--- src/rtl/sweep_pkg.sv ---
// Shared constants for the timing-attack sweep controller.
// State encodings and MCU protocol bytes.
package sweep_pkg;

    typedef logic [2:0] state_t;

    localparam state_t S_IDLE    = 3'd0;
    localparam state_t S_ISSUE   = 3'd1;
    localparam state_t S_MEASURE = 3'd2;
    localparam state_t S_ACCUM   = 3'd3;
    localparam state_t S_COMPARE = 3'd4;
    localparam state_t S_COMMIT  = 3'd5;
    localparam state_t S_DONE    = 3'd6;

    localparam logic [7:0] START_BYTE        = 8'h01;
    localparam logic [7:0] BEGIN_GUESSING    = 8'h02;
    localparam logic [7:0] GUESS_BYTE        = 8'h03;
    localparam logic [7:0] CORRECT_BYTE      = 8'h04;
    localparam logic [7:0] WRONG_BYTE        = 8'h05;
    localparam logic [7:0] START_GUESS_RANGE = 8'h06;

endpackage

--- src/rtl/timing_sweep_ctrl_if.sv ---
// Handshake bundle between the sweep controller
// and the send_guess transaction engine.
interface timing_sweep_ctrl_if #(
    parameter int CODE_LEN = 2
);
    logic [7:0]            data_from_mcu;
    logic                  waiting_for_reply;
    logic                  begin_transaction;
    logic [8*CODE_LEN-1:0] guess_flat;

    modport master (
        input  data_from_mcu,
        input  waiting_for_reply,
        output begin_transaction,
        output guess_flat
    );

    modport slave (
        output data_from_mcu,
        output waiting_for_reply,
        input  begin_transaction,
        input  guess_flat
    );
endinterface

--- src/rtl/timing_sweep_ctrl_latency_meter.sv ---
// Saturating reply-latency counter plus the
// ack-timeout counter used while a request is pending.
module latency_meter #(
    parameter int CNT_W = 24,
    parameter int ACK_W = 10
) (
    input  logic             clk,
    input  logic             rst,
    input  logic             clr,
    input  logic             en,
    input  logic             ack_en,
    output logic [CNT_W-1:0] lat,
    output logic [ACK_W-1:0] ack_cnt
);

    logic [CNT_W-1:0] lat_q, lat_d;
    logic [ACK_W-1:0] ack_q, ack_d;

    always_comb begin
        lat_d = lat_q;
        if (clr) begin
            lat_d = '0;
        end else if (en && (lat_q != {CNT_W{1'b1}})) begin
            lat_d = lat_q + 1'b1;
        end
        ack_d = ack_en ? ack_q + 1'b1 : '0;
    end

    always_ff @(posedge clk) begin
        if (rst) begin
            lat_q <= '0;
            ack_q <= '0;
        end else begin
            lat_q <= lat_d;
            ack_q <= ack_d;
        end
    end

    assign lat     = lat_q;
    assign ack_cnt = ack_q;

endmodule

--- src/rtl/timing_sweep_ctrl.sv ---
// Timing-attack sweep: every candidate is sent REPEATS times,
// latencies are summed and the slowest candidate is committed.
module timing_sweep_ctrl
    import sweep_pkg::*;
#(
    parameter int         CODE_LEN    = 2,
    parameter int         REPEATS     = 4,
    parameter logic [7:0] START_GUESS = START_GUESS_RANGE,
    parameter logic [7:0] END_GUESS   = 8'hFF,
    parameter int         CNT_W       = 24,
    parameter int         ACK_TIMEOUT = 1000
) (
    input  logic                  CLK_50,
    input  logic [0:0]            SW,
    timing_sweep_ctrl_if.master   eng,
    output logic                  busy,
    output logic                  done,
    output logic                  timeout_err,
    output logic [8*CODE_LEN-1:0] code_flat,
    output logic [7:0]            LED
);

    localparam int SUM_W = CNT_W + $clog2(REPEATS);
    localparam int REP_W = (REPEATS > 1) ? $clog2(REPEATS) : 1;
    localparam int POS_W = (CODE_LEN > 1) ? $clog2(CODE_LEN) : 1;
    localparam int ACK_W = $clog2(ACK_TIMEOUT + 1);

    typedef logic [CODE_LEN-1:0][7:0] word_t;

    state_t           state_q, state_d;
    logic [7:0]       cand_q, cand_d;
    logic [POS_W-1:0] pos_q, pos_d;
    logic [REP_W-1:0] rep_q, rep_d;
    logic [SUM_W-1:0] sum_q, sum_d;
    logic [SUM_W-1:0] best_sum_q, best_sum_d;
    logic [7:0]       best_byte_q, best_byte_d;
    word_t            code_q, code_d;
    word_t            guess_q, guess_d;
    logic             done_q, done_d;
    logic             terr_q, terr_d;
    logic             armed_q, armed_d;

    logic             in_issue;
    logic             in_measure;
    logic [CNT_W-1:0] lat;
    logic [ACK_W-1:0] ack_cnt;

    function automatic word_t build_guess(
        input logic [POS_W-1:0] p,
        input logic [7:0]       c,
        input word_t            code
    );
        word_t g;
        for (int k = 0; k < CODE_LEN; k++) begin
            g[k] = (p == POS_W'(k)) ? c : code[k];
        end
        return g;
    endfunction

    assign in_issue   = (state_q == S_ISSUE);
    assign in_measure = (state_q == S_MEASURE);

    latency_meter #(
        .CNT_W (CNT_W),
        .ACK_W (ACK_W)
    ) u_meter (
        .clk     (CLK_50),
        .rst     (SW[0]),
        .clr     (in_issue),
        .en      (in_measure),
        .ack_en  (in_issue),
        .lat     (lat),
        .ack_cnt (ack_cnt)
    );

    always_comb begin
        state_d     = state_q;
        cand_d      = cand_q;
        pos_d       = pos_q;
        rep_d       = rep_q;
        sum_d       = sum_q;
        best_sum_d  = best_sum_q;
        best_byte_d = best_byte_q;
        code_d      = code_q;
        done_d      = done_q;
        terr_d      = terr_q;
        armed_d     = armed_q;

        case (state_q)
            S_IDLE, S_DONE: begin
                // A held start byte must drop once before DONE re-arms
                if (state_q == S_DONE &&
                    eng.data_from_mcu != BEGIN_GUESSING) begin
                    armed_d = 1'b1;
                end
                if (eng.data_from_mcu == BEGIN_GUESSING &&
                    (state_q == S_IDLE || armed_q)) begin
                    state_d     = S_ISSUE;
                    done_d      = 1'b0;
                    terr_d      = 1'b0;
                    armed_d     = 1'b0;
                    pos_d       = '0;
                    rep_d       = '0;
                    sum_d       = '0;
                    best_sum_d  = '0;
                    best_byte_d = START_GUESS;
                    cand_d      = START_GUESS;
                end
            end
            S_ISSUE: begin
                if (eng.waiting_for_reply) begin
                    state_d = S_MEASURE;
                end else if (ack_cnt == ACK_W'(ACK_TIMEOUT - 1)) begin
                    terr_d  = 1'b1;
                    state_d = S_ACCUM;
                end
            end
            S_MEASURE: begin
                if (!eng.waiting_for_reply) begin
                    state_d = S_ACCUM;
                end
            end
            S_ACCUM: begin
                // lat is still zero after a timeout, so it adds nothing
                sum_d = sum_q + SUM_W'(lat);
                rep_d = rep_q + 1'b1;
                if (rep_q == REP_W'(REPEATS - 1)) begin
                    state_d = S_COMPARE;
                end else begin
                    state_d = S_ISSUE;
                end
            end
            S_COMPARE: begin
                if (sum_q > best_sum_q) begin
                    best_sum_d  = sum_q;
                    best_byte_d = cand_q;
                end
                sum_d = '0;
                rep_d = '0;
                if (cand_q == END_GUESS) begin
                    state_d = S_COMMIT;
                end else begin
                    cand_d  = cand_q + 8'd1;
                    state_d = S_ISSUE;
                end
            end
            S_COMMIT: begin
                code_d[pos_q] = best_byte_q;
                cand_d        = START_GUESS;
                best_sum_d    = '0;
                best_byte_d   = START_GUESS;
                if (pos_q == POS_W'(CODE_LEN - 1)) begin
                    done_d  = 1'b1;
                    state_d = S_DONE;
                end else begin
                    pos_d   = pos_q + 1'b1;
                    state_d = S_ISSUE;
                end
            end
            default: begin
                state_d = S_IDLE;
            end
        endcase

        guess_d = build_guess(pos_d, cand_d, code_d);
    end

    always_ff @(posedge CLK_50) begin
        if (SW[0]) begin
            state_q     <= S_IDLE;
            cand_q      <= START_GUESS;
            pos_q       <= '0;
            rep_q       <= '0;
            sum_q       <= '0;
            best_sum_q  <= '0;
            best_byte_q <= START_GUESS;
            code_q      <= '0;
            guess_q     <= build_guess('0, START_GUESS, '0);
            done_q      <= 1'b0;
            terr_q      <= 1'b0;
            armed_q     <= 1'b0;
        end else begin
            state_q     <= state_d;
            cand_q      <= cand_d;
            pos_q       <= pos_d;
            rep_q       <= rep_d;
            sum_q       <= sum_d;
            best_sum_q  <= best_sum_d;
            best_byte_q <= best_byte_d;
            code_q      <= code_d;
            guess_q     <= guess_d;
            done_q      <= done_d;
            terr_q      <= terr_d;
            armed_q     <= armed_d;
        end
    end

    assign eng.begin_transaction = in_issue;
    assign eng.guess_flat        = guess_q;
    assign busy        = (state_q != S_IDLE) && (state_q != S_DONE);
    assign done        = done_q;
    assign timeout_err = terr_q;
    assign code_flat   = code_q;
    assign LED         = cand_q;

endmodule

--- src/flat_wrapper.sv ---
// flat-port wrapper written by rule: the top's interface ports become plain ports
module timing_sweep_ctrl_flat import sweep_pkg::*;
#(
    parameter int         CODE_LEN    = 2,
    parameter int         REPEATS     = 4,
    parameter logic [7:0] START_GUESS = START_GUESS_RANGE,
    parameter logic [7:0] END_GUESS   = 8'hFF,
    parameter int         CNT_W       = 24,
    parameter int         ACK_TIMEOUT = 1000
)
  (CLK_50, SW, busy, done, timeout_err, code_flat, LED, eng_data_from_mcu, eng_waiting_for_reply, eng_begin_transaction, eng_guess_flat);
  timing_sweep_ctrl_if #(.CODE_LEN(CODE_LEN)) eng_i ();
  input  logic CLK_50;
  input  logic [0:0] SW;
  output logic busy;
  output logic done;
  output logic timeout_err;
  output logic [8*CODE_LEN-1:0] code_flat;
  output logic [7:0] LED;
  input wire logic [$bits(eng_i.data_from_mcu)-1:0] eng_data_from_mcu;
  input wire logic [$bits(eng_i.waiting_for_reply)-1:0] eng_waiting_for_reply;
  output wire logic [$bits(eng_i.begin_transaction)-1:0] eng_begin_transaction;
  output wire logic [$bits(eng_i.guess_flat)-1:0] eng_guess_flat;
  assign eng_i.data_from_mcu = eng_data_from_mcu;
  assign eng_i.waiting_for_reply = eng_waiting_for_reply;
  assign eng_begin_transaction = eng_i.begin_transaction;
  assign eng_guess_flat = eng_i.guess_flat;
  timing_sweep_ctrl #(.CODE_LEN(CODE_LEN), .REPEATS(REPEATS), .START_GUESS(START_GUESS), .END_GUESS(END_GUESS), .CNT_W(CNT_W), .ACK_TIMEOUT(ACK_TIMEOUT)) u_core (.CLK_50(CLK_50), .SW(SW), .eng(eng_i), .busy(busy), .done(done), .timeout_err(timeout_err), .code_flat(code_flat), .LED(LED));
endmodule
--- config.mk ---
export PLATFORM = sky130hd
export DESIGN_NAME = timing_sweep_ctrl_flat
export DESIGN_NICKNAME = d
export VERILOG_FILES = /design/src/rtl/sweep_pkg.sv /design/src/rtl/timing_sweep_ctrl_if.sv /design/src/rtl/timing_sweep_ctrl_latency_meter.sv /design/src/rtl/timing_sweep_ctrl.sv /design/src/flat_wrapper.sv
export SDC_FILE = /design/constraint.sdc
export NUM_CORES = 1
export LEC_CHECK = 0
export CAP_MARGIN = 20
export CORE_MARGIN = 2
export CORE_UTILIZATION = 45
export CTS_BUF_LIST = sky130_fd_sc_hd__clkbuf_4 sky130_fd_sc_hd__clkbuf_8 sky130_fd_sc_hd__clkbuf_16
export DETAILED_ROUTE_END_ITERATION = 10
export SLEW_MARGIN = 25
export SYNTH_ARGS = -nofsm -noshare
export SYNTH_HDL_FRONTEND = slang
export SYNTH_SLANG_ARGS = --single-unit
--- constraint.sdc ---
create_clock -name CLK_50 -period 3.4 [get_ports CLK_50]
set_input_delay 0.85 -clock CLK_50 [delete_from_list [all_inputs] [get_ports CLK_50]]
set_output_delay 0.85 -clock CLK_50 [all_outputs]
set_load 0.05 [all_outputs]
==> summary.txt, run 1 <==
Status
  – Outcome: finished clean

CTS
  – Post-CTS Hold Buffers: 0
  – Post-CTS Setup Bufs: 0
  – CTS H-tree depth: 4
  – CTS tree: yes
  – CTS sink cnt: between 100 and 150
  – Clk slew on worst S/H paths: 0.06 ns
  – Cts repair resizes: 0
  – Num CTS Buffers: 17
  – Max Root-Sink Buffers: 2
  – Worst skew pair latency: roughly 0.42 ns
  – Clock root cell: clkbuf_16

Timing
  – RSZ-0062 raised after global routing: no
  – PnR worst setup slack: 0.233 ns
  – Final setup fails: 0
  – Total negative slack: 0 ns
  – Slew Limit Fails: 0
  – Clock Skew: 0.00839 ns
  – Final Hold Vio Count: 0
  – Fin crit period: ~3.2 ns
  – Slew @ Worst Pin: approximately 0.95 ns
  – Rel. slew slack: approximately 37%
  – Final critical-path share of the clock period: 93.1%
  – Fmax: around 320 MHz

Worst setup path
  – Startpoint types: flop
  – Slowest library cell on the worst path: clkdlybuf4s50_1
  – Worst path cell trace: xor2_1 > nor2_1 > inv_1 > clkdlybuf4s50_1
  – RR Endpoint: u_core.sum_q[22]$_SDFFE_PP0P_
  – WP data required: 2.55 ns
  – Critical path class: flop to output pin
  – Setup crit end kind: output pin
  – Crit path from: u_core.state_q[1]$_SDFFE_PP0P_
  – CP delay by family, top: buffers and inverters
  – R2R depth: 11
  – Largest stage delay, worst path: 0.81 ns
  – Crit-path max FO: 13
  – Crit path to: busy
  – Worst R2R Start: u_core.u_meter.lat[0]$_SDFFE_PP0P_
  – Cell count along the critical path: 4
  – Crit path buf inv count: 2
  – FF-to-FF setup slack: about 0.4 ns
  – Worst path arrival time: around 2.3 ns

Synthesis
  – Area contributors post-synth: dfxtp_1, ha_1, nor2_1, a21oi_1, a22o_1
  – Dominant synthesized flop cell: dfxtp_1
  – Register bit count reported by yosys: 143
  – Sequential area share after synthesis: 38.1%
  – Synth unique cells: 73
  – Yosys warning count: 0
  – EDFF count, synth: 0
  – Ys async rst share: 0%
  – Post-synthesis instance total: 858
  – Mapped Nets: around 930
  – Mapped Avg Cell Area: approximately 8.8 µm²
  – Post-synth top area share: 38.1%
  – Syn Std Cell Area: around 7500 µm²
  – Synth area leader: dfxtp_1

Placed design
  – Placed cells: between 1000 and 1500
  – I/O Buffers: 54
  – Worst slack, placed: 0.201 ns
  – Final GP Congestion: approximately 0.87
  – Hpwl dp: between 10000 and 15000 µm

Finish
  – Most frequent cells in the layout: dfxtp_1, nor2_1, a21oi_1
  – Fillers: about 1500
  – Fin cells: 1142
  – # nets final: a little under 1000
  – Sequential cell area: 2860 µm²
  – Post-layout util: around 54%
  – Antenna Diode Count: 0
  – Area of the multi-input gates: between 4000 and 5000 µm²
  – Synth-to-layout area growth: 17.4%
  – Commonest non-fill, non-tap cell in the layout: dfxtp_1
  – Proportion of layout cells with a drive suffix above 1: under 10%

Floorplan
  – Die span in y: 133 µm
  – Die area: 17700 µm²
  – Core area: 16500 µm²
  – Rows: between 40 and 50
  – Chip width: between 100 and 150 µm
  – IO Pins: 55
  – Initial core utilization: 45.6%

Pwr
  – P_leak: 3.44 nW
  – Total power: ~0.0036 W
  – Max IR drop VDD: approximately 360 µV
  – Cell Pwr Density: ~400 nW/µm²

Detailed routing
  – Routed length per placed instance: between 15 and 20 µm
  – Post-Route WL: between 15000 and 20000 µm
  – DRT iter0 DRCs: between 400 and 500
  – DRC: 0
  – DR vias/cell: around 5.5
  – Total number of vias: between 6000 and 7000
  – Final ANT Viol Nets: 0
  – Drt pass-1 iters: 5

Run
  – MaxCap Viol Count: 0

GRT
  – GRT Total Usage: 20.5%
  – GRT overflow: 0
  – Largest net degree at the start of global routing: 32
  – First-pass GRT wire length: ~29000 µm
  – Vias in the first global route: between 6000 and 7000
  – Initial antenna violation count: 0

Hold path
  – Worst min path class: flop to flop
==> metrics by stage <==
stage	instance area (µm²)	hold slack (ns)
floorplan	7510	0.426
global placement	8230	0.438
detailed placement	8230	0.453
CTS	8820	0.468
global route	8820	0.495
finish	8820	0.466
==> report_power, final <==
group          leakage (nW)  total [W]  internal, W  switching (W)
Combinational          2.01  0.0000495    0.0000154      0.0000340
Sequential             1.15    0.00168      0.00168    0.000000393
Clock                 0.276    0.00183      0.00107       0.000761
==> layer usage <==
layer	vias up	GRT usage (%)	wire length, µm
met2	140	33.9	8160
li1	3170	-	-
met5	-	0	0
met1	2943	25.8	8170
met4	0	8.04	367
met3	25	4.95	737
==> registers in the layout, indices dropped and copies added, names as in the netlist <==
signal                  flops
u_core.done                 1
u_core.u_meter.ack_cnt     10
u_core.timeout_err          1
u_core.best_sum_q          26
u_core.sum_q               26
u_core.u_meter.lat         24
u_core.best_byte_q          8
u_core.LED                  8
u_core.rep_q                2
u_core.state_q              3
u_core.pos_q                1
u_core.armed_q              1
u_core.code_flat           16
u_core.eng.guess_flat      16
==> logic make-up (layout without fill, tap and decap cells) <==
group	count (synthesis)	in the layout	share of synthesized area, %
compound gates	235	235	21.9
xor+xnor	43	43	5.02
fa+ha+maj	56	56	9.43
buf+inv	79	143	4.43
flops	143	143	38.1
mux	9	9	1.22
simple gates	293	293	19.9
==> Yosys cell counts, types with 11 or more instances <==
cell / n
xor2_1: 21
a22o_1: 38
o21ai_0: 36
a22oi_1: 14
clkbuf_1: 16
and3_1: 13
ha_1: 55
dfxtp_1: 143
or3_1: 12
nor3_1: 13
xnor2_1: 22
nand4_1: 11
nand3_1: 18
nand2_1: 62
a21oi_1: 68
a21o_1: 17
nor2_1: 106
inv_1: 47
==> worst min-delay path by stage <==
| stage | startpoint | to | slack (ns) | cells after the start |
|---|---|---|---|---|
| CTS | u_core.u_meter.ack_cnt[0]$_SDFF_PP0_ | u_core.u_meter.ack_cnt[0]$_SDFF_PP0_ | 0.47 | 1 |
| detailed placement | u_core.u_meter.ack_cnt[0]$_SDFF_PP0_ | u_core.u_meter.ack_cnt[0]$_SDFF_PP0_ | 0.45 | 1 |
| global route | u_core.best_sum_q[17]$_SDFFE_PP0P_ | u_core.best_sum_q[17]$_SDFFE_PP0P_ | 0.49 | 1 |
| floorplan | u_core.u_meter.ack_cnt[0]$_SDFF_PP0_ | u_core.u_meter.ack_cnt[0]$_SDFF_PP0_ | 0.43 | 1 |
| global placement | u_core.u_meter.ack_cnt[0]$_SDFF_PP0_ | u_core.u_meter.ack_cnt[0]$_SDFF_PP0_ | 0.44 | 1 |
| finish | u_core.u_meter.ack_cnt[0]$_SDFF_PP0_ | u_core.u_meter.ack_cnt[0]$_SDFF_PP0_ | 0.47 | 1 |
==> cell type report <==
cell class / count / area share [%]
clock inverters: 12 / 1.40
well taps: 220 / 3.12
repair buffers: 62 / 6.75
inverters: 49 / 2.09
flip-flops and latches: 143 / 32.5
multi-input cells: 636 / 49.0
clock buffers: 20 / 5.22
(Power assumes the default switching activity.)
==> run 2, diff against run 1 <==
--- a/config.mk
+++ b/config.mk
@@ -10,6 +10,7 @@
 export CORE_UTILIZATION = 45
 export CTS_BUF_LIST = sky130_fd_sc_hd__clkbuf_4 sky130_fd_sc_hd__clkbuf_8 sky130_fd_sc_hd__clkbuf_16
 export DETAILED_ROUTE_END_ITERATION = 10
+export REMOVE_ABC_BUFFERS = 1
 export SLEW_MARGIN = 25
 export SYNTH_ARGS = -nofsm -noshare
 export SYNTH_HDL_FRONTEND = slang
==> run 2 against run 1 <==
Net effect:
- via count grew 0.62%
- fmax shrank 0.97%
- combinational power grew 2%
- wire length grew 1.3%
- critical endpoint unchanged
- register-to-register slack is essentially flat
- highest routed layer unchanged
- design area grew 0.23%
==> summary.txt, run 2 (synthesis gave the netlist of run 1 again) <==
Floorplan
  – Chip width: around 130 µm
  – IO Pins: between 50 and 60
  – Core area: around 16000 µm²
  – Die span in y: 133 µm
  – Rows: 47
  – Die area: approximately 18000 µm²
  – Initial core utilization: a little under half

Worst setup path
  – Worst path arrival time: between 2 and 2.5 ns
  – Crit-path max FO: 13
  – Critical path class: flop to output pin
  – Worst path cell trace: xor2_1 > nor2_1 > inv_1 > clkdlybuf4s50_1
  – Crit path buf inv count: 2
  – Setup crit end kind: output pin
  – Largest stage delay, worst path: a little over 0.8 ns
  – Slowest library cell on the worst path: clkdlybuf4s50_1
  – WP data required: 2.55 ns
  – Startpoint types: flop
  – CP delay by family, top: buffers and inverters

Detailed routing
  – Total number of vias: between 6000 and 7000
  – Post-Route WL: about 18000 µm
  – DR vias/cell: 5.52
  – DRC: 0
  – Final ANT Viol Nets: 0
  – Drt pass-1 iters: 5
  – DRT iter0 DRCs: ~350
  – Routed length per placed instance: between 15 and 20 µm

Timing
  – Slew @ Worst Pin: 0.835 ns
  – Clock Skew: around 0.011 ns
  – Final Hold Vio Count: 0
  – Fin crit period: around 3.2 ns
  – Final critical-path share of the clock period: a little over nine tenths
  – PnR worst setup slack: 0.202 ns
  – Final setup fails: 0
  – Fmax: roughly 310 MHz
  – Total negative slack: 0 ns
  – RSZ-0062 raised after global routing: no
  – Rel. slew slack: 44.1%
  – Slew Limit Fails: 0

CTS
  – Worst skew pair latency: between 0.4 and 0.5 ns
  – Cts repair resizes: 0
  – Post-CTS Setup Bufs: 0
  – CTS tree: yes
  – Clk slew on worst S/H paths: approximately 0.06 ns
  – Max Root-Sink Buffers: 2
  – CTS H-tree depth: 4
  – Post-CTS Hold Buffers: 0
  – Num CTS Buffers: 17
  – Clock root cell: clkbuf_16
  – CTS sink cnt: roughly 140

Pwr
  – Sw Pwr: 0.000850 W
  – Combinational group share of total power: under 10%
  – Internal: around 0.0027 W
  – Switch share: 23.7%
  – Cell Pwr Density: 406 nW/µm²
  – Seq pwr share: 46.7%
  – Power share of the clock group: around half
  – P_leak: between 3 and 4 nW
  – Max IR drop VDD: 343 µV

Placed design
  – Placed cell areas: between 8000 and 9000 µm²
  – Placed cells: around 1100
  – Final GP Congestion: 0.897
  – I/O Buffers: 54
  – Worst slack, placed: between 0.15 and 0.2 ns
  – Hpwl dp: around 13000 µm

Hold path
  – Worst min path class: flop to flop

GRT
  – Largest net degree at the start of global routing: 32
  – First-pass GRT wire length: about 30000 µm
  – GRT Total Usage: roughly a fifth
  – Vias in the first global route: roughly 6100
  – Initial antenna violation count: 0
  – GRT overflow: 0

Finish
  – Proportion of layout cells with a drive suffix above 1: 8.98%
  – # nets final: roughly 1000
  – Antenna Diode Count: 0
  – Design Area, Final: a little under 9000 µm²
  – Fin cells: 1144
  – Post-layout util: 53.7%
  – Commonest non-fill, non-tap cell in the layout: dfxtp_1
  – Synth-to-layout area growth: 17.7%
  – Most frequent cells in the layout: dfxtp_1, nor2_1, a21oi_1

Status
  – Outcome: finished clean

Run
  – MaxCap Viol Count: 0
-- run 2: power by group through the flow --
stage | registers, W | clock network [W] | logic [W]
final | 0.00168 | 0.00186 | 0.0000504
after global routing | 0.00167 | 0.00197 | 0.0000547
after CTS | 0.00167 | 0.00189 | 0.0000507
after global placement | 0.00171 | 0 | 0.0000493
after floorplan | 0.00171 | 0 | 0.0000159
after detailed placement | 0.00171 | 0 | 0.0000505
-- run 2: path summary, 6_finish.rpt --
check	depth (start not counted)	slack (ns)	from	end
setup / recovery	4	0.20	u_core.state_q[1]$_SDFFE_PP0P_	busy
hold / removal	1	0.46	u_core.u_meter.ack_cnt[0]$_SDFF_PP0_	u_core.u_meter.ack_cnt[0]$_SDFF_PP0_
setup reg to reg	11	0.40	u_core.u_meter.lat[0]$_SDFFE_PP0P_	u_core.sum_q[22]$_SDFFE_PP0P_
hold reg to reg	1	0.46	u_core.u_meter.ack_cnt[0]$_SDFF_PP0_	u_core.u_meter.ack_cnt[0]$_SDFF_PP0_
-- run 2: worst register-to-register path, stage by stage (launching register included) --
cell	delay, ns
dfxtp_1	0.55
ha_1	0.28
inv_1	0.07
fa_1	0.39
nor2b_1	0.22
o31ai_1	0.14
a211o_1	0.32
a31oi_2	0.26
a21oi_1	0.19
a21oi_1	0.19
xor2_1	0.08
a22o_1	0.19
-- run 2: through the flow --
| stage | hold WS (ns) | power [W] |
|---|---|---|
| 5_1_grt | 0.483 | 0.00370 |
| 3_3_place_gp | 0.440 | 0.00176 |
| 3_5_place_dp | 0.452 | 0.00176 |
| 2_1_floorplan | 0.426 | 0.00173 |
| 4_1_cts | 0.467 | 0.00362 |
| 6_report | 0.463 | 0.00359 |
-- run 2: final cells by class --
type	instances	area, µm²
multi-input cells	636	4320
clock buffers	17	425
fillers	1490	7630
flip-flops and latches	143	2860
clock inverters	15	164
well taps	220	275
repair buffers	64	611
inverters	49	184
-- run 2: metal layers --
metal / part of all wire (%) / global-route usage (%) / wire [µm] / vias up
li1: - / - / - / 3182
met4: 2.4 / 8.33 / 427 / 0
met5: 0 / 0 / 0 / -
met2: 47 / 34.8 / 8340 / 127
met1: 47 / 26.2 / 8380 / 2975
met3: 2.9 / 3.81 / 518 / 33
